## config.mk

```make
export PLATFORM = sky130hd
export DESIGN_NAME = vmem_arbiter_flat
export DESIGN_NICKNAME = d
export VERILOG_FILES = /design/src/rtl/vmem_arbiter_if.sv /design/src/rtl/vmem_arbiter.sv /design/src/flat_wrapper.sv
export SDC_FILE = /design/constraint.sdc
export NUM_CORES = 1
export LEC_CHECK = 0
export BUFFER_PORTS_ARGS = -buffer_cell sky130_fd_sc_hd__buf_2
export CELL_PAD_IN_SITES_DETAIL_PLACEMENT = 1
export CELL_PAD_IN_SITES_GLOBAL_PLACEMENT = 2
export CORE_MARGIN = 5
export CORE_UTILIZATION = 38
export CTS_CLUSTER_SIZE = 30
export DETAILED_ROUTE_END_ITERATION = 7
export GPL_ROUTABILITY_DRIVEN = 0
export PLACE_DENSITY = 0.88
export SYNTH_ARGS = -nofsm -noshare
export SYNTH_HDL_FRONTEND = slang
export SYNTH_SLANG_ARGS = --single-unit
```

## constraint.sdc

```tcl
create_clock -name clk -period 6.3 [get_ports clk]
set_input_delay 1.26 -clock clk [delete_from_list [all_inputs] [get_ports clk]]
set_output_delay 1.26 -clock clk [all_outputs]
set_load 0.02 [all_outputs]
```

## src/rtl/vmem_arbiter_if.sv

```systemverilog
// Bundle of the VGA read, pixel-writer, clear-control and RAM port signals around vmem_arbiter.
// slave = arbiter side, master = surrounding logic (scan-out, writer, RAM).
interface vmem_arbiter_if #(
    parameter int ADDR_W = 19,
    parameter int DATA_W = 24
);
    logic              vga_req;
    logic [ADDR_W-1:0] vga_addr;
    logic [DATA_W-1:0] vga_data;
    logic              vga_valid;

    logic              wr_valid;
    logic              wr_ready;
    logic [ADDR_W-1:0] wr_addr;
    logic [DATA_W-1:0] wr_data;

    logic              clr_start;
    logic [DATA_W-1:0] clr_color;
    logic              clr_busy;

    logic              mem_en;
    logic              mem_we;
    logic [ADDR_W-1:0] mem_addr;
    logic [DATA_W-1:0] mem_wdata;
    logic [DATA_W-1:0] mem_rdata;

    logic [15:0]       stall_cnt;

    modport slave (
        input  vga_req, vga_addr, wr_valid, wr_addr, wr_data,
               clr_start, clr_color, mem_rdata,
        output vga_data, vga_valid, wr_ready, clr_busy,
               mem_en, mem_we, mem_addr, mem_wdata, stall_cnt
    );

    modport master (
        output vga_req, vga_addr, wr_valid, wr_addr, wr_data,
               clr_start, clr_color, mem_rdata,
        input  vga_data, vga_valid, wr_ready, clr_busy,
               mem_en, mem_we, mem_addr, mem_wdata, stall_cnt
    );
endinterface

```

## src/rtl/vmem_arbiter.sv

```systemverilog
// Single-port framebuffer arbiter: VGA reads first, queued writer pixels and the clear engine fill idle cycles.
// Optional writer stall counter built only when VMEM_ARB_STATS_EN is defined.
//
// state    | meaning
// ---------+---------------------------------------------------------------
// ST_RUN   | normal operation, writer accepted, clr_start accepted
// ST_DRAIN | clear requested, retiring queued pixels before the fill starts
// ST_CLEAR | filling every address with clr_color in free cycles
module vmem_arbiter #(
    parameter int ADDR_W   = 19,
    parameter int DATA_W   = 24,
    parameter int WQ_DEPTH = 4
) (
    input  logic           clk,
    input  logic           rst,
    vmem_arbiter_if.slave  bus
);
    localparam int PTR_W = (WQ_DEPTH > 1) ? $clog2(WQ_DEPTH) : 1;
    localparam int CNT_W = PTR_W + 1;
    localparam logic [CNT_W-1:0] FULL_CNT = CNT_W'(WQ_DEPTH);

    typedef enum logic [1:0] {
        ST_RUN   = 2'd0,
        ST_DRAIN = 2'd1,
        ST_CLEAR = 2'd2
    } state_t;

    state_t            state_q, state_d;

    logic [ADDR_W-1:0] wq_addr_q [WQ_DEPTH];
    logic [ADDR_W-1:0] wq_addr_d [WQ_DEPTH];
    logic [DATA_W-1:0] wq_data_q [WQ_DEPTH];
    logic [DATA_W-1:0] wq_data_d [WQ_DEPTH];
    logic [PTR_W-1:0]  rd_ptr_q, rd_ptr_d;
    logic [PTR_W-1:0]  wr_ptr_q, wr_ptr_d;
    logic [CNT_W-1:0]  cnt_q, cnt_d;

    logic [ADDR_W-1:0] clr_ptr_q, clr_ptr_d;
    logic [DATA_W-1:0] clr_color_q, clr_color_d;

    logic              rd_pend_q, rd_pend_d;
    logic              vga_valid_q, vga_valid_d;
    logic [DATA_W-1:0] vga_data_q, vga_data_d;

    logic              wq_empty, wq_full;
    logic              wr_ready;
    logic              push, pop;
    logic              grant_rd, grant_clr;
    logic              clr_accept, clr_last;

    assign wq_empty   = (cnt_q == '0);
    assign wq_full    = (cnt_q == FULL_CNT);
    // Held low through reset so the writer never sees a ready during it.
    assign wr_ready   = !rst && (state_q == ST_RUN) && !wq_full;
    assign push       = bus.wr_valid && wr_ready;
    assign clr_accept = !rst && (state_q == ST_RUN) && bus.clr_start;
    assign clr_last   = grant_clr && (clr_ptr_q == '1);

    // State register
    always_ff @(posedge clk) begin
        if (rst) begin
            state_q <= ST_RUN;
        end else begin
            state_q <= state_d;
        end
    end

    // Next-state logic; cnt_d lets a same-cycle push or final pop steer the decision
    always_comb begin
        state_d = state_q;
        case (state_q)
            ST_RUN: begin
                if (clr_accept) begin
                    state_d = (cnt_d == '0) ? ST_CLEAR : ST_DRAIN;
                end
            end
            ST_DRAIN: begin
                if (cnt_d == '0) begin
                    state_d = ST_CLEAR;
                end
            end
            ST_CLEAR: begin
                if (clr_last) begin
                    state_d = ST_RUN;
                end
            end
            default: state_d = ST_RUN;
        endcase
    end

    // Output logic: per-cycle RAM port grant, VGA strictly first
    always_comb begin
        grant_rd      = 1'b0;
        grant_clr     = 1'b0;
        pop           = 1'b0;
        bus.mem_en    = 1'b0;
        bus.mem_we    = 1'b0;
        bus.mem_addr  = '0;
        bus.mem_wdata = '0;
        if (!rst) begin
            if (bus.vga_req) begin
                grant_rd     = 1'b1;
                bus.mem_en   = 1'b1;
                bus.mem_addr = bus.vga_addr;
            end else if (state_q == ST_CLEAR) begin
                grant_clr     = 1'b1;
                bus.mem_en    = 1'b1;
                bus.mem_we    = 1'b1;
                bus.mem_addr  = clr_ptr_q;
                bus.mem_wdata = clr_color_q;
            end else if (!wq_empty) begin
                pop           = 1'b1;
                bus.mem_en    = 1'b1;
                bus.mem_we    = 1'b1;
                bus.mem_addr  = wq_addr_q[rd_ptr_q];
                bus.mem_wdata = wq_data_q[rd_ptr_q];
            end
        end
    end

    // Write FIFO bookkeeping; pointers wrap naturally because depth is a power of two
    always_comb begin
        wq_addr_d = wq_addr_q;
        wq_data_d = wq_data_q;
        if (push) begin
            wq_addr_d[wr_ptr_q] = bus.wr_addr;
            wq_data_d[wr_ptr_q] = bus.wr_data;
        end
        wr_ptr_d = wr_ptr_q + PTR_W'(push);
        rd_ptr_d = rd_ptr_q + PTR_W'(pop);
        cnt_d    = cnt_q + CNT_W'(push) - CNT_W'(pop);
    end

    always_comb begin
        clr_color_d = clr_accept ? bus.clr_color : clr_color_q;
        clr_ptr_d   = clr_ptr_q;
        if ((state_q != ST_CLEAR) && (state_d == ST_CLEAR)) begin
            clr_ptr_d = '0;
        end else if (grant_clr) begin
            clr_ptr_d = clr_ptr_q + 1'b1;
        end
    end

    // Read return pipeline: RAM data arrives one cycle after the grant, registered once more
    always_comb begin
        rd_pend_d   = grant_rd;
        vga_valid_d = rd_pend_q;
        vga_data_d  = rd_pend_q ? bus.mem_rdata : vga_data_q;
    end

    always_ff @(posedge clk) begin
        if (rst) begin
            rd_ptr_q    <= '0;
            wr_ptr_q    <= '0;
            cnt_q       <= '0;
            clr_ptr_q   <= '0;
            clr_color_q <= '0;
            rd_pend_q   <= 1'b0;
            vga_valid_q <= 1'b0;
            vga_data_q  <= '0;
        end else begin
            rd_ptr_q    <= rd_ptr_d;
            wr_ptr_q    <= wr_ptr_d;
            cnt_q       <= cnt_d;
            clr_ptr_q   <= clr_ptr_d;
            clr_color_q <= clr_color_d;
            rd_pend_q   <= rd_pend_d;
            vga_valid_q <= vga_valid_d;
            vga_data_q  <= vga_data_d;
        end
    end

    // Queue storage needs no reset: the count alone says which entries are live
    always_ff @(posedge clk) begin
        wq_addr_q <= wq_addr_d;
        wq_data_q <= wq_data_d;
    end

    assign bus.wr_ready  = wr_ready;
    assign bus.clr_busy  = (state_q != ST_RUN);
    assign bus.vga_valid = vga_valid_q;
    assign bus.vga_data  = vga_data_q;

`ifdef VMEM_ARB_STATS_EN
    logic [15:0] stall_cnt_q, stall_cnt_d;

    always_comb begin
        stall_cnt_d = stall_cnt_q;
        if (bus.wr_valid && !wr_ready && (stall_cnt_q != 16'hFFFF)) begin
            stall_cnt_d = stall_cnt_q + 16'd1;
        end
    end

    always_ff @(posedge clk) begin
        if (rst) begin
            stall_cnt_q <= '0;
        end else begin
            stall_cnt_q <= stall_cnt_d;
        end
    end

    assign bus.stall_cnt = stall_cnt_q;
`else
    assign bus.stall_cnt = '0;
`endif

endmodule

```

## src/flat_wrapper.sv

```systemverilog
// flat-port wrapper written by rule: the top's interface ports become plain ports
module vmem_arbiter_flat 
#(
    parameter int ADDR_W   = 19,
    parameter int DATA_W   = 24,
    parameter int WQ_DEPTH = 4
)
  (clk, rst, bus_vga_req, bus_vga_addr, bus_wr_valid, bus_wr_addr, bus_wr_data, bus_clr_start, bus_clr_color, bus_mem_rdata, bus_vga_data, bus_vga_valid, bus_wr_ready, bus_clr_busy, bus_mem_en, bus_mem_we, bus_mem_addr, bus_mem_wdata, bus_stall_cnt);
  vmem_arbiter_if #(.ADDR_W(ADDR_W), .DATA_W(DATA_W)) bus_i ();
  input  logic clk;
  input  logic rst;
  input wire logic [$bits(bus_i.vga_req)-1:0] bus_vga_req;
  input wire logic [$bits(bus_i.vga_addr)-1:0] bus_vga_addr;
  input wire logic [$bits(bus_i.wr_valid)-1:0] bus_wr_valid;
  input wire logic [$bits(bus_i.wr_addr)-1:0] bus_wr_addr;
  input wire logic [$bits(bus_i.wr_data)-1:0] bus_wr_data;
  input wire logic [$bits(bus_i.clr_start)-1:0] bus_clr_start;
  input wire logic [$bits(bus_i.clr_color)-1:0] bus_clr_color;
  input wire logic [$bits(bus_i.mem_rdata)-1:0] bus_mem_rdata;
  output wire logic [$bits(bus_i.vga_data)-1:0] bus_vga_data;
  output wire logic [$bits(bus_i.vga_valid)-1:0] bus_vga_valid;
  output wire logic [$bits(bus_i.wr_ready)-1:0] bus_wr_ready;
  output wire logic [$bits(bus_i.clr_busy)-1:0] bus_clr_busy;
  output wire logic [$bits(bus_i.mem_en)-1:0] bus_mem_en;
  output wire logic [$bits(bus_i.mem_we)-1:0] bus_mem_we;
  output wire logic [$bits(bus_i.mem_addr)-1:0] bus_mem_addr;
  output wire logic [$bits(bus_i.mem_wdata)-1:0] bus_mem_wdata;
  output wire logic [$bits(bus_i.stall_cnt)-1:0] bus_stall_cnt;
  assign bus_i.vga_req = bus_vga_req;
  assign bus_i.vga_addr = bus_vga_addr;
  assign bus_i.wr_valid = bus_wr_valid;
  assign bus_i.wr_addr = bus_wr_addr;
  assign bus_i.wr_data = bus_wr_data;
  assign bus_i.clr_start = bus_clr_start;
  assign bus_i.clr_color = bus_clr_color;
  assign bus_i.mem_rdata = bus_mem_rdata;
  assign bus_vga_data = bus_i.vga_data;
  assign bus_vga_valid = bus_i.vga_valid;
  assign bus_wr_ready = bus_i.wr_ready;
  assign bus_clr_busy = bus_i.clr_busy;
  assign bus_mem_en = bus_i.mem_en;
  assign bus_mem_we = bus_i.mem_we;
  assign bus_mem_addr = bus_i.mem_addr;
  assign bus_mem_wdata = bus_i.mem_wdata;
  assign bus_stall_cnt = bus_i.stall_cnt;
  vmem_arbiter #(.ADDR_W(ADDR_W), .DATA_W(DATA_W), .WQ_DEPTH(WQ_DEPTH)) u_core (.clk(clk), .rst(rst), .bus(bus_i));
endmodule
```

==> results.toml, run 1 <==
[sta]
setup_ws_ns = 1.81
relSlewSlack_pct = 35.6
worst_pin_slew_ns = 0.966
tns_ns = 0
rsz0062_at_grt = "false"
timing.final.crit_period_ns = 4.49
setup_viol = 0
fmax_ghz = 0.223
clock_skew_ns = 0.00502
hold_viol_final = 0
maxSlewViolCount = 0
fin_crit_sh_pct = 71.3

[logic_synthesis]
synth_area_um2 = 10100
synth.distinct_cells = 40
async_flop_share_pct = 0
synth_edf_count = 172
synth_area_leader_cell = "edfxtp_1"
synth-warning-count = 0
synthCells = 681
ys_ff_latch = 250
synth_area_per_cell_um2 = 14.8
yosys-top-cells-count = "edfxtp_1 (172), dfxtp_1 (78), mux4_2 (43), nor2_1 (43), clkbuf_1 (34)"
synth.area.top_cells = "edfxtp_1 (51%), dfxtp_1 (15%), mux4_2 (9.6%), mux2i_1 (2.6%), a22o_1 (2.1%)"
yosys_most_used_dff = "edfxtp_1"
synth.top_cell.area_share_pct = 51.2
yosysMostFrequentCell = "edfxtp_1"
ys_seq_area_share_pct = 66.7

[global_routing]
grt_use_met1_pct = 21.9
grt_max_degree = 89
top_usage_layer = "met2"
grtUsageMet2_pct = 26.8
use_met3_pct = 4.59
track_usage_pct = 16.3
grt_overflow = 0
grt_pass1_vias = 6766
grt_pass1_wl_um = 39400
antenna_found_initial = 4

[clocking]
clock_sinks = 250
htreeDepth = 1
post_cts_resized = 0
clkLatencyLatePin_ns = 0.54
root_buffer = "clkbuf_16"
cts_tree = "done"
clockBufferDepth = 3
path_clk_slew_ns = 0.06
numCtsBuffers = 27
ctsHoldBuffers = 0
cts_setup_buffers = 0

[floorplanning]
die_width_um = 173
rows = 59
dieArea_um2 = 29900
initial_core_util_pct = 38.7
dieHeight_um = 173
core_area_um2 = 26100
io_pins = 203

[outcome]
status = "finished clean"

[cells_and_area]
fin_cells = 1221
drive_above_1_share_pct = 33.4
regArea_um2 = 6730
n_fill_cell = 2695
nNetsFinal = 982
area_growth_pct = 21.5
multi_input_area_um2 = 3140

[critical_path]
cp-start-kind = "primary input"
path_class = "in2out"
slowest_stage = "nor4b_4"
path_max_fanout = 88
critical_path.max_stage_delay_ns = 0.75
cpLargestDelayFamily = "buffers and inverters"
cp-end-kind = "output port"
rrSetupSlack_ns = 2.87
cp_common_cell = "buf_4"
arrival_ns = 3.23
path_cells = "buf_4 -> nor4b_4 -> buf_4 -> a22o_1 -> buf_2"
path_buf_inv = 3
cp_data_required_time_ns = 5.04

[place]
portBuffers = 186
pre_cts_ws_ns = 1.72
place_hpwl_um = 16100
dp_cells = 1169

[pwr]
vdd_drop_max_uv = 215
power_density_nw_per_um2 = 353
leakagePower_uw = 0.00447

[routing]
avgViaCountPerCell = 5.15
ant_nets = 0
routed_wl_um = 24800
drc = 0
routedWlPerCell_um = 20.3
drtIter0Drc = 313
firstDrtPassIters = 4
vias = 6294

[min_path]
min_path_type = "reg2reg"

[job]
max_cap_viol_count = 0
logic make-up (layout without fill, tap and decap cells):
family / Yosys count / count (layout) / share of synthesized area [%]
AO/OA/AOI/OAI: 86 / 86 / 5.97
XOR/XNOR: 14 / 14 / 1.35
adder cells (fa/ha/maj): 4 / 4 / 0.571
buffers and inverters: 65 / 253 / 3.14
flip-flops: 250 / 250 / 66.7
multiplexers: 69 / 69 / 12.2
other: 1 / 18 / 0.0372
AND/OR/NAND/NOR: 192 / 192 / 10.0
power breakdown:
| part | leakage, uW | internal (uW) | switching (uW) | total [uW] |
|---|---|---|---|---|
| combinational | 0.00183 | 311 | 452 | 763 |
| sequential | 0.00219 | 1880 | 95.2 | 1980 |
| clock | 0.000452 | 969 | 623 | 1590 |
flip-flops by register name, indices dropped and copies added (netlist names):
name	count
u_core.state_q	2
u_core.cnt_q	3
u_core.bus.vga_valid	1
u_core.clr_color_q	24
u_core.clr_ptr_q	19
u_core.wq_data_q	96
u_core.wr_ptr_q	2
u_core.bus.vga_data	24
u_core.rd_pend_q	1
u_core.rd_ptr_q	2
u_core.wq_addr_q	76
metrics by stage:
step / utilization (%) / total power (uW) / hold WS, ns / cell area, um2
2_1_floorplan: - / 2510 / 0.449 / 10100
3_3_place_gp: 43.5 / 2760 / 0.463 / 11300
3_5_place_dp: 43.5 / 2790 / 0.472 / 11300
4_1_cts: 47.0 / 4390 / 0.483 / 12300
5_1_grt: 47.0 / 4540 / 0.513 / 12300
6_report: 47.0 / 4330 / 0.478 / 12300
layer usage:
metal / vias to the layer above / share of wire [%]
li1: 2922 / -
met1: 3142 / 43
met2: 190 / 48
met3: 34 / 6.7
met4: 6 / 1.7
met5: - / 0.14
worst register-to-register path, stage by stage (launching register included):
cell	delay, ns
dfxtp_1	0.46
nor2b_1	0.08
buf_4	0.23
nor4b_4	0.23
buf_4	0.37
xor2_1	0.12
ha_1	0.21
fa_1	0.38
xnor3_1	0.22
nor4_1	0.45
or2_2	0.45
nor2_1	0.10
worst paths after layout:
path                                            from  cells past startpoint                                  to
hold / removal    u_core.clr_color_q[8]$_SDFFE_PP0P_                      2  u_core.clr_color_q[8]$_SDFFE_PP0P_
hold reg to reg   u_core.clr_color_q[8]$_SDFFE_PP0P_                      2  u_core.clr_color_q[8]$_SDFFE_PP0P_
setup / recovery                                 rst                      5                   bus_mem_wdata[18]
setup reg to reg        u_core.state_q[0]$_SDFF_PP0_                     11   u_core.clr_ptr_q[10]$_SDFFE_PP0P_
cell type report:
type | instances | area share (%)
Tap cell | 335 | 3.42
Sequential cell | 250 | 54.9
Clock inverter | 3 | 0.449
Multi-Input combinational cell | 381 | 25.6
Clock buffer | 47 | 7.04
Antenna cell | 2 | 0.0408
Timing Repair Buffer | 199 | 8.41
Inverter | 4 | 0.123
placed cells by master, fill, tap and decap left out, types with 2 or more instances in the layout:
master	netlist	layout
a21oi_1	8	8
a221oi_1	19	19
a22o_1	24	24
and4_1	3	3
buf_2	4	185
buf_4	16	14
clkbuf_1	34	9
clkbuf_16	0	28
clkbuf_8	0	9
conb_1	1	16
dfxtp_1	78	76
diode_2	0	2
edfxtp_1	172	172
ha_1	3	3
inv_1	4	4
mux2i_1	26	26
mux4_2	43	43
nand2_1	33	33
nand2b_1	27	27
nand3_1	6	6
nand4_1	5	5
nor2_1	43	43
nor2b_1	26	26
nor3_1	24	23
nor3b_2	0	3
nor4_1	4	4
nor4b_4	0	2
o21ai_0	31	31
o31ai_1	2	2
or2_2	2	2
or3_1	8	8
or4_1	2	2
xnor2_1	5	5
xor2_1	8	8
Note: power is estimated with default switching activity, not from simulation.
==> run 2: changes to the inputs <==
- CORE_UTILIZATION: 38 -> 34
- PLACE_DENSITY: 0.88 -> 0.84
- clock period: 6.3 -> 4.03 ns (I/O delays scaled with it)
==> run 2 against run 1 <==
  * Utilization is 5.1 points lower
  * Sequential power is 55% higher
  * First-iteration DRC count is 4.5% lower
  * Non-clock buffer count is 7 higher
  * Clock power is 47% higher
  * Flip-flop and latch count stayed put
  * Total power is 54% higher
  * Global-route usage is 1.4 points lower
  * Final area is 0.77% higher
  * Register-to-register slack worse by 1.9 ns
  * Routed wire length is 0.79% higher
  * Combinational power is 63% higher
  * Critical endpoint is now bus_mem_addr[18]
  * Largest cell class unchanged
  * Largest power group unchanged
==> results.toml, run 2 (synthesis results as in run 1) <==
[outcome]
status = "finished clean"

[pwr]
clock_power_share_pct = 35.2
p_total_uw = 6650
power_density_nw_per_um2 = 538
switching_share_pct = 27.5
p_sw_uw = 1830
vdd_drop_max_uv = 251
power_frac_comb_pct = 18.7
leakagePower_uw = 0.00448
intPower_uw = 4820
power_frac_seq_pct = 46.2

[routing]
vias = 6322
drtIter0Drc = 299
firstDrtPassIters = 4
routed_wl_um = 25000
routedWlPerCell_um = 19.5
drc = 0
avgViaCountPerCell = 4.94
ant_nets = 0

[critical_path]
cp-end-kind = "output port"
cp_data_required_time_ns = 3.22
path_class = "reg2out"
path_max_fanout = 28
slowest_stage = "dfxtp_4"
path_buf_inv = 1
cpLargestDelayFamily = "flip-flops"
cp-start-kind = "flop"
arrival_ns = 2.66
path_cells = "mux4_2 -> a221oi_1 -> nor3_1 -> buf_2"
critical_path.max_stage_delay_ns = 0.73

[cells_and_area]
fin_area_um2 = 12300
final_cell_mix = "buf_2 (185), edfxtp_1 (172), dfxtp_1 (76)"
drive_above_1_share_pct = 33.9
final_common_cell = "buf_2"
fin_cells = 1281
area_growth_pct = 22.5
regMostFlops = "u_core.wq_data_q"
reg_top3 = "u_core.wq_data_q x96, u_core.wq_addr_q x76"
nNetsFinal = 989
largest_reg_flops = 96

[floorplanning]
io_pins = 203
die_width_um = 182
initial_core_util_pct = 34.2
rows = 63
core_area_um2 = 29500
dieArea_um2 = 33200
dieHeight_um = 182

[sta]
timing.final.crit_period_ns = 3.47
clock_skew_ns = 0.0146
fin_crit_sh_pct = 86.1
hold_ws_ns = 0.477
rsz0062_at_grt = "false"
hold_viol_final = 0
setup_viol = 0
relSlewSlack_pct = 44.3
tns_ns = 0
worst_pin_slew_ns = 0.835
fmax_ghz = 0.288
maxSlewViolCount = 0

[job]
max_cap_viol_count = 0

[clocking]
post_cts_resized = 0
cts_setup_buffers = 0
numCtsBuffers = 27
root_buffer = "clkbuf_16"
ctsHoldBuffers = 0
clockBufferDepth = 3
clkLatencyLatePin_ns = 0.53
clock_sinks = 250
path_clk_slew_ns = 0.06
htreeDepth = 1
cts_tree = "done"

[global_routing]
grt_overflow = 0
grt_pass1_wl_um = 39300
track_usage_pct = 14.9
grt_max_degree = 61
antenna_found_initial = 4
grt_pass1_vias = 6737

[min_path]
min_path_type = "reg2reg"

[place]
portBuffers = 186
post_dp_cell_area_um2 = 11500
dp_cells = 1231
place_hpwl_um = 16900
run 2: cell count changes in the layout (fill, tap and decap cells not counted), sizes merged:
cell / previous run / this run
clkbuf: 47 / 36
clkinv: 1 / 12
buf: 199 / 206
diode: 2 / 1
inv: 5 / 4
run 2: final timing paths:
kind         slack (ns)                                  to                          startpoint  cells after the start
min reg2reg        0.48  u_core.clr_color_q[6]$_SDFFE_PP0P_  u_core.clr_color_q[6]$_SDFFE_PP0P_                      2
min                0.48  u_core.clr_color_q[6]$_SDFFE_PP0P_  u_core.clr_color_q[6]$_SDFFE_PP0P_                      2
max                0.56                    bus_mem_addr[18]       u_core.rd_ptr_q[0]$_SDFF_PP0_                      4
max reg2reg        0.97    u_core.clr_ptr_q[0]$_SDFFE_PP0P_        u_core.state_q[0]$_SDFF_PP0_                      9
run 2: per-stage QoR:
stage	setup slack [ns]	utilization (%)
after detailed placement	0.536	39.0
after global placement	0.694	39.0
final	0.560	41.9
after floorplan	-0.130	-
after global routing	0.413	41.9
after CTS	0.458	41.9
run 2: metal layers:
metal  GRT usage (%)  wire, um  vias to the layer above
met5               0        31                        -
met4            2.55       339                        6
met3            3.99      1900                       37
met1            20.1     11000                     3150
met2            24.6     11800                      195
li1                -         -                     2934
run 2: cell type report:
| class | instances | area [um2] |
|---|---|---|
| well taps | 390 | 488 |
| diodes | 1 | 2.50 |
| flip-flops and latches | 250 | 6730 |
| repair buffers | 206 | 1110 |
| fillers | 3065 | 17100 |
| multi-input cells | 381 | 3160 |
| inverters | 4 | 15.0 |
| clock buffers | 36 | 759 |
| clock inverters | 13 | 87.6 |
run 2: power groups by stage:
stage	clock network, uW	registers [uW]	logic (uW)
2_1_floorplan	0	3070	848
3_3_place_gp	0	3120	1240
3_5_place_dp	0	3130	1260
4_1_cts	2420	3080	1270
5_1_grt	2540	3100	1360
6_report	2340	3070	1240
run 2: worst min-delay path, cell delays in order, from the launching register on:
cell and delay [ns]:
dfxtp_1 0.31, nand2b_1 0.06, o21ai_0 0.06
